[src/rtl/lat_command_decoder_if.sv]
// Serial command bus seen by the LAT decoder: SCLK/LAT/SIN from the
// writer under observation plus the decoder's result signals.
interface lat_command_decoder_if #(
  parameter int DATA_W = 48
);
  logic              SCLK;
  logic              LAT;
  logic              SIN;
  logic              cmd_valid;
  logic [2:0]        cmd;
  logic [DATA_W-1:0] cmd_data;
  logic [DATA_W-1:0] fc_reg;
  logic              fc_update;
  logic              fcwrten_armed;
  logic              cmd_err;

  // Driver side: the serial writer (or a bench) that owns SCLK/LAT/SIN.
  modport master (
    output SCLK, LAT, SIN,
    input  cmd_valid, cmd, cmd_data, fc_reg, fc_update, fcwrten_armed, cmd_err
  );

  // Decoder side.
  modport slave (
    input  SCLK, LAT, SIN,
    output cmd_valid, cmd, cmd_data, fc_reg, fc_update, fcwrten_armed, cmd_err
  );
endinterface

[src/rtl/lat_command_decoder.sv]
// LAT-width command decoder for the LED-driver serial interface.
// Counts SCLK rising edges with LAT high; the first LAT-low edge after
// that decodes the command from the count. The 48-bit shift register
// content at that point is reported as cmd_data, and an FCWRTEN followed
// by WRTFC loads it into fc_reg.
// Optional build macro: FC_LEN_CHECK_EN -- an armed WRTFC only writes
// fc_reg when exactly DATA_W edges separate it from the FCWRTEN decode.
module lat_command_decoder #(
  parameter int DATA_W = 48,
  parameter int CNT_W  = 5
) (
  input  logic                 clk,
  input  logic                 rst,
  lat_command_decoder_if.slave bus
);

  localparam logic [2:0] CMD_UNKNOWN   = 3'd0;
  localparam logic [2:0] CMD_WRTGS     = 3'd1;
  localparam logic [2:0] CMD_LATGS     = 3'd2;
  localparam logic [2:0] CMD_WRTFC     = 3'd3;
  localparam logic [2:0] CMD_LINERESET = 3'd4;
  localparam logic [2:0] CMD_READFC    = 3'd5;
  localparam logic [2:0] CMD_TMGRST    = 3'd6;
  localparam logic [2:0] CMD_FCWRTEN   = 3'd7;

  localparam logic [CNT_W-1:0] LAT_MAX = '1;
  localparam logic [7:0]       BIT_MAX = 8'hFF;
  localparam logic [7:0]       FC_BITS = 8'(DATA_W);

  typedef enum logic {ST_IDLE, ST_ARMED} state_t;

  logic              prev_sclk_q;
  logic              sclk_edge;
  logic              decode_edge;
  logic [DATA_W-1:0] sr_q, sr_d;
  logic [CNT_W-1:0]  lat_cnt_q, lat_cnt_d;
  logic [31:0]       lat_cnt_w;
  logic [7:0]        bit_cnt_q, bit_cnt_d;
  logic [2:0]        dec_cmd;
  logic              len_ok;

  state_t            state_q, state_d;
  logic              armed;
  logic              fc_wr_d;
  logic              err_d;

  logic              cmd_valid_q;
  logic [2:0]        cmd_q;
  logic [DATA_W-1:0] cmd_data_q;
  logic [DATA_W-1:0] fc_reg_q;
  logic              fc_update_q;
  logic              cmd_err_q;

  // A rising SCLK seen on clk; prev_sclk resets low so a high SCLK at
  // reset release counts as one edge.
  assign sclk_edge   = bus.SCLK & ~prev_sclk_q;
  // LAT has fallen after at least one LAT-high edge: command complete.
  assign decode_edge = sclk_edge & ~bus.LAT & (lat_cnt_q != '0);
  assign lat_cnt_w   = 32'(lat_cnt_q);

  // SCLK history for edge detection.
  always_ff @(posedge clk) begin
    if (rst) prev_sclk_q <= 1'b0;
    else     prev_sclk_q <= bus.SCLK;
  end

  // Next values of shift register, LAT-high counter and bit counter.
  always_comb begin
    sr_d      = sr_q;
    lat_cnt_d = lat_cnt_q;
    bit_cnt_d = bit_cnt_q;
    if (sclk_edge) begin
      // Data shifts regardless of LAT so the LAT-high bits are captured.
      sr_d = {sr_q[DATA_W-2:0], bus.SIN};
      if (bus.LAT) begin
        if (lat_cnt_q != LAT_MAX) lat_cnt_d = lat_cnt_q + 1'b1;
      end else if (lat_cnt_q != '0) begin
        lat_cnt_d = '0;
      end
      // bit_cnt counts edges since the last decode, the decode edge being 1.
      if (decode_edge)             bit_cnt_d = 8'd1;
      else if (bit_cnt_q != BIT_MAX) bit_cnt_d = bit_cnt_q + 8'd1;
    end
  end

  // Serial-side state registers.
  always_ff @(posedge clk) begin
    if (rst) begin
      sr_q      <= '0;
      lat_cnt_q <= '0;
      bit_cnt_q <= '0;
    end else begin
      sr_q      <= sr_d;
      lat_cnt_q <= lat_cnt_d;
      bit_cnt_q <= bit_cnt_d;
    end
  end

  // Map the LAT-high edge count to a command code; anything else is unknown.
  always_comb begin
    dec_cmd = CMD_UNKNOWN;
    case (lat_cnt_w)
      32'd1:   dec_cmd = CMD_WRTGS;
      32'd3:   dec_cmd = CMD_LATGS;
      32'd5:   dec_cmd = CMD_WRTFC;
      32'd7:   dec_cmd = CMD_LINERESET;
      32'd11:  dec_cmd = CMD_READFC;
      32'd13:  dec_cmd = CMD_TMGRST;
      32'd15:  dec_cmd = CMD_FCWRTEN;
      default: dec_cmd = CMD_UNKNOWN;
    endcase
  end

  // Frame length guard for WRTFC: bit_cnt still holds the count since the
  // FCWRTEN decode edge because it is only reloaded at this decode.
  always_comb begin
`ifdef FC_LEN_CHECK_EN
    len_ok = (bit_cnt_q == FC_BITS);
`else
    len_ok = 1'b1;
`endif
  end

  // FC sequencing FSM: state register.
  always_ff @(posedge clk) begin
    if (rst) state_q <= ST_IDLE;
    else     state_q <= state_d;
  end

  // FC sequencing FSM: any decode other than FCWRTEN disarms, including a
  // WRTFC (accepted or rejected) and unknown counts.
  always_comb begin
    state_d = state_q;
    if (decode_edge) begin
      if (dec_cmd == CMD_FCWRTEN) state_d = ST_ARMED;
      else                        state_d = ST_IDLE;
    end
  end

  // FC sequencing FSM: outputs -- armed level, FC write strobe, error.
  always_comb begin
    armed   = (state_q == ST_ARMED);
    fc_wr_d = 1'b0;
    err_d   = 1'b0;
    if (decode_edge) begin
      if (dec_cmd == CMD_UNKNOWN) begin
        err_d = 1'b1;
      end else if (dec_cmd == CMD_WRTFC) begin
        if (armed && len_ok) fc_wr_d = 1'b1;
        else                 err_d   = 1'b1;
      end
    end
  end

  // Registered decode results; pulses land one clk after the decode edge.
  always_ff @(posedge clk) begin
    if (rst) begin
      cmd_valid_q <= 1'b0;
      cmd_q       <= CMD_UNKNOWN;
      cmd_data_q  <= '0;
      fc_reg_q    <= '0;
      fc_update_q <= 1'b0;
      cmd_err_q   <= 1'b0;
    end else begin
      cmd_valid_q <= decode_edge;
      fc_update_q <= fc_wr_d;
      cmd_err_q   <= err_d;
      if (decode_edge) begin
        cmd_q      <= dec_cmd;
        cmd_data_q <= sr_q;
      end
      if (fc_wr_d) fc_reg_q <= sr_q;
    end
  end

  assign bus.cmd_valid     = cmd_valid_q;
  assign bus.cmd           = cmd_q;
  assign bus.cmd_data      = cmd_data_q;
  assign bus.fc_reg        = fc_reg_q;
  assign bus.fc_update     = fc_update_q;
  assign bus.fcwrten_armed = armed;
  assign bus.cmd_err       = cmd_err_q;

endmodule

[src/flat_wrapper.sv]
// flat-port wrapper written by rule: the top's interface ports become plain ports
module lat_command_decoder_flat 
#(
  parameter int DATA_W = 48,
  parameter int CNT_W  = 5
)
  (clk, rst, bus_SCLK, bus_LAT, bus_SIN, bus_cmd_valid, bus_cmd, bus_cmd_data, bus_fc_reg, bus_fc_update, bus_fcwrten_armed, bus_cmd_err);
  lat_command_decoder_if #(.DATA_W(DATA_W)) bus_i ();
  input  logic clk;
  input  logic rst;
  input wire logic [$bits(bus_i.SCLK)-1:0] bus_SCLK;
  input wire logic [$bits(bus_i.LAT)-1:0] bus_LAT;
  input wire logic [$bits(bus_i.SIN)-1:0] bus_SIN;
  output wire logic [$bits(bus_i.cmd_valid)-1:0] bus_cmd_valid;
  output wire logic [$bits(bus_i.cmd)-1:0] bus_cmd;
  output wire logic [$bits(bus_i.cmd_data)-1:0] bus_cmd_data;
  output wire logic [$bits(bus_i.fc_reg)-1:0] bus_fc_reg;
  output wire logic [$bits(bus_i.fc_update)-1:0] bus_fc_update;
  output wire logic [$bits(bus_i.fcwrten_armed)-1:0] bus_fcwrten_armed;
  output wire logic [$bits(bus_i.cmd_err)-1:0] bus_cmd_err;
  assign bus_i.SCLK = bus_SCLK;
  assign bus_i.LAT = bus_LAT;
  assign bus_i.SIN = bus_SIN;
  assign bus_cmd_valid = bus_i.cmd_valid;
  assign bus_cmd = bus_i.cmd;
  assign bus_cmd_data = bus_i.cmd_data;
  assign bus_fc_reg = bus_i.fc_reg;
  assign bus_fc_update = bus_i.fc_update;
  assign bus_fcwrten_armed = bus_i.fcwrten_armed;
  assign bus_cmd_err = bus_i.cmd_err;
  lat_command_decoder #(.DATA_W(DATA_W), .CNT_W(CNT_W)) u_core (.clk(clk), .rst(rst), .bus(bus_i));
endmodule
[config.mk]
export PLATFORM = sky130hd
export DESIGN_NAME = lat_command_decoder_flat
export DESIGN_NICKNAME = d
export VERILOG_FILES = /design/src/rtl/lat_command_decoder_if.sv /design/src/rtl/lat_command_decoder.sv /design/src/flat_wrapper.sv
export SDC_FILE = /design/constraint.sdc
export NUM_CORES = 1
export LEC_CHECK = 0
export CORE_MARGIN = 10
export CORE_UTILIZATION = 60
export CTS_CLUSTER_SIZE = 20
export DETAILED_ROUTE_END_ITERATION = 6
export DONT_BUFFER_PORTS = 1
export PLACE_DENSITY = 0.76
export SYNTH_ARGS = -nofsm -noshare
export SYNTH_HDL_FRONTEND = slang
export SYNTH_SLANG_ARGS = --single-unit
[constraint.sdc]
create_clock -name clk -period 5.16 [get_ports clk]
set_input_delay 0.516 -clock clk [delete_from_list [all_inputs] [get_ports clk]]
set_output_delay 0.516 -clock clk [all_outputs]
set_load 0.005 [all_outputs]
==> run summary, run 1 <==
The CTS H-tree depth came out at 4. For this run, the number of Yosys warnings is 0. The kind of end point of the critical path is a flop. Power spread over the standard cell area amounts to 379 mW/mm^2. The max-cap check violation count came out at 0.

Global routing used 16.8% of the available tracks. The clock tree from TritonCTS is done. Summed over all failing endpoints, the final setup total negative slack is 0 ns. The static power due to leakage came out at 0.00215 uW. The number of failing setup endpoints in the final timing report came out at 0.

The smallest clock period supported by the final layout is computed as 2.63 ns. The multi-input combinational cells in the finished layout cover a total of 0.00256 sq mm. The transition at the pin with the smallest max-transition slack is 1.23 ns. The mapped netlist covers 0.00593 sq mm. The area growth from synthesis to layout is 9.03%. The number of global-route vias before repair was 3881. The number of clock sinks came out at 157. The number of buffers between clock root and the deepest sink is 2.

The post-detailed-route count of antenna-violating nets came out at 0. The total non-filler cell area in the finished layout is 0.00647 sq mm. The final critical-path share of the clock period came out at 51.0%. Setup repair after global routing left no endpoint under its margin. The cell count after synthesis came out at 604.

The number of antenna violations at the first check in global routing came to 0. Entering global routing, the biggest net connects 154 pins. The number of failing hold endpoints at the final stage came out at 0.

The total vias in the final route is 3948. The first global-routing pass estimated 20.1 mm of wire. The boundary pin count came out at 108. The floorplan step defined a core boundary enclosing 0.00968 sq mm. Among the stages of the critical path, the cell type that occurs most often is sky130_fd_sc_hd__ha_1. The share of power burned in the clock network came out at 48.4%. The biggest area consumer among synthesized cells is sky130_fd_sc_hd__dfxtp_1. The net switching share of the total power came out at 19.8%.

The critical path is of the reg -> reg type. The number of iterations in the first detailed-routing pass is 5. The maximum vdd drop came out at 0.000236 V. The remaining routing DRC violations came out at 0. The critical path data required time came out at 5.58 ns.

The min-delay analysis places its worst path in the category in -> reg. TritonCTS created 17 clock buffers. The die covers 0.0143 sq mm.

The layout cell share with drive strength beyond 1 came out at 6.12%. The tree is rooted in a sky130_fd_sc_hd__clkbuf_8. The flow ran to the end, and the final reports show no timing, DRC or antenna violations. The highest clock rate came out at 0.380 GHz. The analysis attributes to net switching a power of 486 uW.

The number of antenna diodes came out at 0. The post-synthesis sequential element count came out at 157. The effective utilization at floorplan came out at 61.3%. After synthesis, the mean cell area works out to 9.82 sq um. The biggest cell delay along the critical path came out at 0.74 ns. Of the post-synthesis cell area, the dominant cell type holds 53.0%. The clock skew after layout is 0.00683 ns. The clock-pin transition on the worst setup and hold timing paths came out at 0.06 ns. The count of buffer and inverter cells on the critical path is 1.

The portion of total power attributed to combinational logic came out at 2.0%. The filler cells instantiated in the layout total 740. Clock latency on the worst-skew pair, taken at its later pin, is 0.50 ns. The worst slew margin relative to its limit is 17.9%.

The worst setup slack before clock tree synthesis came out at 2.52 ns. The routability congestion estimate came out at 0.792. The synthesized netlist contains 40 unique library cells. The net count after synthesis is 614. The wire length reported by the detailed router came out at 11.8 mm. The detailed placement HPWL is 7.25 mm. The number of gates given a new drive strength after cts came out at 0. The final routed wire length divided by cell count came out at 16.3 um.

The hold-fix buffer count after cts is 0. The row count is 36. Sorting the synthesized cells by area gives the leading types as sky130_fd_sc_hd__dfxtp_1, sky130_fd_sc_hd__nand2b_1, sky130_fd_sc_hd__mux2i_1. After synthesis, flip-flops and latches occupy 53.0% of the total area. The final net count came out at 586. The cell internal power dissipation is 1970 uW. The total count of max-transition violations in the final report came out at 0.

Summing all placed instances gives a cell area of 0.00590 sq mm. Walking the worst path, the cells encountered are ha_1, and3_1, ha_1, inv_1, and4_1, and3_4, mux2i_1. The die width is 119 um. The total congestion overflow came out at 0. The starting DRC count in detailed routing came out at 403. The worst setup path is launched from a flop. The sequential share of power is 49.6%. The detailed-route vias per instance came out at 5.48. The count of port buffers added during placement is 0. Summing all flip-flop and latch instances after layout gives 0.00314 sq mm. STA puts the critical path data arrival time at 3.05 ns. The slowest stage of the critical path is the sky130_fd_sc_hd__and3_4 cell.

The slack of the critical path is 2.53 ns. From bottom edge to top edge, the die measures 119 um. Once the clock tree was built, the setup fixing pass inserted 0 buffers. The category of cells accounting for the largest share of critical-path delay is simple AND/OR/NAND/NOR gates.

The maximum fanout along the worst path is 49.
-- final cells by class --
| type | count | area share (%) |
|---|---|---|
| flip-flops and latches | 157 | 48.6 |
| inverters | 5 | 0.290 |
| repair buffers | 1 | 0.116 |
| clock inverters | 10 | 2.21 |
| clock buffers | 21 | 6.63 |
| well taps | 133 | 2.57 |
| multi-input cells | 394 | 39.6 |
-- placed cells by master (no fill, tap or decap), types with 4 or more instances in the layout --
master | Yosys | layout
sky130_fd_sc_hd__a21oi_1 | 53 | 53
sky130_fd_sc_hd__a22o_1 | 49 | 49
sky130_fd_sc_hd__clkbuf_1 | 26 | 4
sky130_fd_sc_hd__clkbuf_16 | 0 | 16
sky130_fd_sc_hd__clkinvlp_4 | 0 | 4
sky130_fd_sc_hd__dfxtp_1 | 157 | 157
sky130_fd_sc_hd__ha_1 | 5 | 5
sky130_fd_sc_hd__inv_1 | 4 | 4
sky130_fd_sc_hd__mux2i_1 | 48 | 48
sky130_fd_sc_hd__nand2_1 | 100 | 100
sky130_fd_sc_hd__nand2b_1 | 99 | 98
-- layer usage --
layer	global-route usage [%]	part of all wire [%]	wire length (um)
met5	0	0	0
met4	5.20	0.72	85
met3	8.22	9.2	1090
met2	25.9	48	5610
met1	20.3	42	4990
-- synth_stat cells (all sizes together) --
cell	n
inv	5
a311oi	1
ha	5
nor4bb	1
o21ai	2
nand4	2
nand2b	99
o31ai	1
nor2b	3
a21o	1
and3	2
nor3	4
or4b	1
dfxtp	157
nand2	100
a21boi	1
a21oi	53
mux2	1
o2111ai	1
nor3b	1
o211ai	1
a211oi	1
nor2	4
a22o	49
o2bb2ai	2
a31oi	1
buf	22
nor4b	3
mux2i	48
clkbuf	26
and2	2
and4	1
xor2	3
-- power groups by stage --
stage / Sequential (uW) / Clock, uW / Combinational (uW)
detailed placement: 1240 / 0 / 49.0
global route: 1220 / 1270 / 53.8
CTS: 1220 / 1210 / 49.0
finish: 1220 / 1190 / 48.0
global placement: 1240 / 0 / 47.8
floorplan: 1240 / 0 / 54.1
-- final timing paths --
path	to	startpoint	slack (ns)	cells after the start
worst min register to register	u_core.sr_q[47]	u_core.sr_q[47]	0.46	2
worst max-delay path	u_core.bus.fc_reg[6]	u_core.lat_cnt_q[0]	2.53	7
worst min-delay path	u_core.sr_q[45]	rst	0.08	1
worst max register to register	u_core.bus.fc_reg[6]	u_core.lat_cnt_q[0]	2.53	7
-- worst register-to-register path, stage by stage, from the launching register on --
cell                      delay (ns)
sky130_fd_sc_hd__dfxtp_1        0.37
sky130_fd_sc_hd__ha_1           0.33
sky130_fd_sc_hd__and3_1         0.24
sky130_fd_sc_hd__ha_1           0.21
sky130_fd_sc_hd__inv_1          0.09
sky130_fd_sc_hd__and4_1         0.19
sky130_fd_sc_hd__and3_4         0.74
sky130_fd_sc_hd__mux2i_1        0.38
-- per-stage QoR --
| step | hold slack (ns) | utilization [%] | power [uW] | instances |
|---|---|---|---|---|
| finish | 0.0758 | 66.8 | 2450 | 721 |
| global placement | 0.458 | 60.9 | 1290 | 690 |
| global route | 0.0380 | 66.8 | 2540 | 721 |
| CTS | 0.0569 | 66.8 | 2480 | 721 |
| detailed placement | 0.460 | 60.9 | 1290 | 690 |
| floorplan | 0.449 | - | 1300 | 604 |
-- cell families (layout without fill, tap and decap cells) --
logic type | count (synthesis) | count (layout) | share of synthesized area, %
DFF | 157 | 157 | 53.0
xor gates and xnor gates | 3 | 3 | 0.443
muxes | 49 | 49 | 8.29
AOI/OAI and AO/OA | 114 | 114 | 13.2
and+or+nand+nor | 223 | 223 | 19.9
buffers and inverters | 53 | 37 | 4.15
adders and majority gates | 5 | 5 | 1.05
Note: power is estimated with default switching activity, not from simulation.
==> run 2, diff against run 1 <==
- clock period: 5.16 -> 2.5 ns (I/O delays scaled with it)
==> run 2 against run 1 <==
  * Sequential share of layout area down 1.2 points
  * Critical path depth up 1
  * Cell count up 1.7%
  * Power up 110%
  * Cell area up 2.6%
  * Wire length up 13%
  * Core utilization up 1.8 points
  * Fmax up 17%
  * Flip-flop and latch count unchanged
  * Combinational power rose to 3.1 times the previous value
  * Critical endpoint is now u_core.bus.fc_reg[41]
  * Largest cell class unchanged
  * Largest power group is now the clock network
  * Highest routed layer unchanged
==> run summary, run 2 (synthesis gave the netlist of run 1 again) <==
The vertical die dimension came out at 119 um (unchanged). The maximum vdd drop is 0.000415 V (+76%). The clock-pin transition on the worst setup and hold timing paths came out at 0.07 ns (about the same). The critical path in this run is classified as reg -> reg. The power per cell area came to 794 mW/mm^2 (+110%). The critical register-to-register path endpoint is u_core.bus.fc_reg[41]. The post-detailed-route count of antenna-violating nets was 0 (unchanged).

STA classifies the critical path startpoint as a flop. The wire length reported by the detailed router came out at 13.3 mm (+13%). The summed negative setup slack over all endpoints is 0 ns (unchanged). The die width came out at 119 um (unchanged). The kind of end point of the critical path is a flop.

The final routed wire length divided by cell count came out at 18.1 um (+11%). The final critical-path share of the clock period was 89.7% (+39 points). The minimum hold slack came out at 0.0507 ns (-0.0251 ns).

The number of gates given a new drive strength after cts is 0 (unchanged). The critical path data required time came out at 2.95 ns (-2.63 ns). The worst hold path belongs to the class in -> reg. The total vias in the final route is 4122 (+4.4%). The transition at the pin with the smallest max-transition slack came out at 0.942 ns (-0.287 ns). The post-CTS repair timing setup buffer count came out at 0 (unchanged). The biggest cell delay along the critical path is 0.37 ns (-0.37 ns). The CTS H-tree depth is 4 (unchanged).

The area overhead of the layout relative to synthesis came out at 11.9%. The category of cells accounting for the largest share of critical-path delay is simple AND/OR/NAND/NOR gates. The total track usage is 18.7% (+1.8 points). The total congestion overflow is 0 (unchanged). The effective utilization at floorplan came out at 61.3% (unchanged). The layout cell share with drive strength beyond 1 came out at 8.00% (+1.9 points). The number of cells traversed by the worst register-to-register path was 8 (+1). The remaining routing DRC violations came out at 0 (unchanged).

The maximum fanout along the worst path came out at 28 (-43%). The pin count of the biggest net entering global routing was 152 (-1.3%). The total count of max-transition violations in the final report is 0 (unchanged). The worst reg-to-reg setup slack came out at 0.26 ns (-2.27 ns). The run finished with clean final reports.

The number of clock sinks came out at 157 (unchanged). The count of port buffers added during placement is 0 (unchanged). The starting DRC count in detailed routing is 373 (-7.4%). Among all stages on the critical path, the largest delay is contributed by sky130_fd_sc_hd__dfxtp_1. The full die area came out at 0.0143 sq mm (unchanged). The number of buffers between clock root and the deepest sink came out at 2 (unchanged). The number of global-route vias before repair was 4028 (+3.8%). The area of the core is 0.00968 sq mm (unchanged). The cell at the root of the clock tree is sky130_fd_sc_hd__clkbuf_8. The row count came out at 36 (unchanged). The detailed placement HPWL came to 7.97 mm (+9.9%).

The number of failing hold endpoints at the final stage is 0 (unchanged). The startpoint identified for the worst register-to-register timing path is u_core.lat_cnt_q[0]. The number of failing setup endpoints in the final timing report is 0 (unchanged).

The clock skew after layout is 0.00979 ns (+0.00296 ns). The critical path starts at u_core.lat_cnt_q[0]. Traced cell by cell, the critical path runs through ha_1, and3_1, ha_1, inv_1, and4_1, and3_4, buf_12, mux2i_1.

The number of antenna diodes came out at 0 (unchanged). The count of buffer and inverter cells on the critical path was 2 (+1). The final-layout fill cell count came out at 730 (-1.4%).

The final net count is 597 (+1.9%). The final critical-path required period came out at 2.24 ns (-0.391 ns). The worst hold path terminates at u_core.bus.cmd_err. Setup repair after global routing left no endpoint under its margin.

The arrival time of the worst setup path is 2.70 ns (-0.35 ns). TritonCTS built the clock tree. Leaving out fill and tap cells, the most frequent cell in the layout is sky130_fd_sc_hd__dfxtp_1. The CTS buffer count came out at 17 (unchanged). The max-cap check violation count is 0 (unchanged). The cell depth of the worst hold path came out at 2 (+1).

The cell that appears most often on the critical path is sky130_fd_sc_hd__ha_1. In the layout the commonest cells are sky130_fd_sc_hd__dfxtp_1, sky130_fd_sc_hd__nand2_1, sky130_fd_sc_hd__nand2b_1. The number of iterations in the first detailed-routing pass came out at 5 (unchanged). The static power due to leakage is 0.00225 uW (+4.3%). The number of antenna violations at the first check in global routing is 0 (unchanged). The worst slew margin relative to its limit came out at 37.1% (+19 points).

The routability congestion estimate came out at 0.846 (+6.9%). The worst hold path begins at rst. The highest clock rate is 0.446 GHz (+17%). The boundary pin count is 108 (unchanged). The wire length of the first global-routing pass came out at 21.9 mm (+8.7%). The insertion delay to the later sink of the worst-skew pair came out at 0.53 ns (+0.03 ns). The detailed-route vias per instance came to 5.62 (+2.7%).
run 2: changes by cell type in the layout (fill, tap and decap cells not counted):
cell,before,now
sky130_fd_sc_hd__buf_12,0,2
sky130_fd_sc_hd__buf_16,0,1
sky130_fd_sc_hd__buf_4,1,5
sky130_fd_sc_hd__clkbuf_1,4,1
sky130_fd_sc_hd__clkbuf_8,1,3
sky130_fd_sc_hd__clkinv_4,2,5
sky130_fd_sc_hd__clkinvlp_4,4,2
sky130_fd_sc_hd__dlygate4sd3_1,0,3
sky130_fd_sc_hd__inv_6,0,1
sky130_fd_sc_hd__nor2_2,0,1
run 2: how the worst max path moves through the flow:
stage / end / slack [ns] / cells after the start
floorplan: u_core.bus.fc_reg[37] / 0.38 / 11
global placement: u_core.bus.cmd_data[12] / 0.29 / 7
detailed placement: u_core.bus.cmd_data[5] / 0.20 / 7
CTS: u_core.bus.cmd_data[5] / 0.17 / 7
global route: u_core.bus.fc_reg[40] / 0.11 / 8
finish: u_core.bus.fc_reg[41] / 0.26 / 8
run 2: layer usage:
metal  vias to the layer above  routed length, um  global-route usage, %
met2                       150               6230                   28.8
met3                        15               1330                   8.97
met1                      1954               5490                   22.4
li1                       2003                  -                      -
met5                         -                  0                      0
met4                         0                213                   6.11
run 2: report_power, final:
| part | internal, uW | switching (uW) | total (uW) |
|---|---|---|---|
| combinational | 48.4 | 100 | 149 |
| sequential | 2510 | 5.11 | 2510 |
| clock | 1580 | 1020 | 2610 |
| total | 4140 | 1130 | 5270 |
run 2: layout make-up:
cell class,count,area [sq um],share of cell area (%)
multi-input cells,395,2570,38.7
repair buffers,11,135,2.04
clock buffers,20,445,6.71
clock inverters,12,163,2.45
well taps,133,166,2.51
inverters,5,18.8,0.283
flip-flops and latches,157,3140,47.3
run 2: worst reg2reg max path, delay by kind of cell, from the launching register on:
| kind | cells | cell delay [ns] |
|---|---|---|
| and+or+nand+nor | 3 | 0.67 |
| adders and majority gates | 2 | 0.55 |
| DFF | 1 | 0.37 |
| muxes | 1 | 0.24 |
| buffers and inverters | 2 | 0.33 |
run 2: what timing repair did:
item	in CTS	in global routing
endpoints found under the hold margin	103	0
hold buffers	4	0
endpoints found under the setup margin	0	3
run 2: metrics by stage:
| step | power, uW | setup slack (ns) | std cells | area, sq um | util, % |
|---|---|---|---|---|---|
| 4_1_cts | 5310 | 0.170 | 732 | 6630 | 68.5 |
| 6_report | 5270 | 0.258 | 733 | 6640 | 68.6 |
| 2_1_floorplan | 2680 | 0.378 | 604 | 5930 | - |
| 3_3_place_gp | 2670 | 0.292 | 696 | 5970 | 61.6 |
| 5_1_grt | 5430 | 0.114 | 733 | 6640 | 68.6 |
| 3_5_place_dp | 2670 | 0.199 | 696 | 5970 | 61.6 |
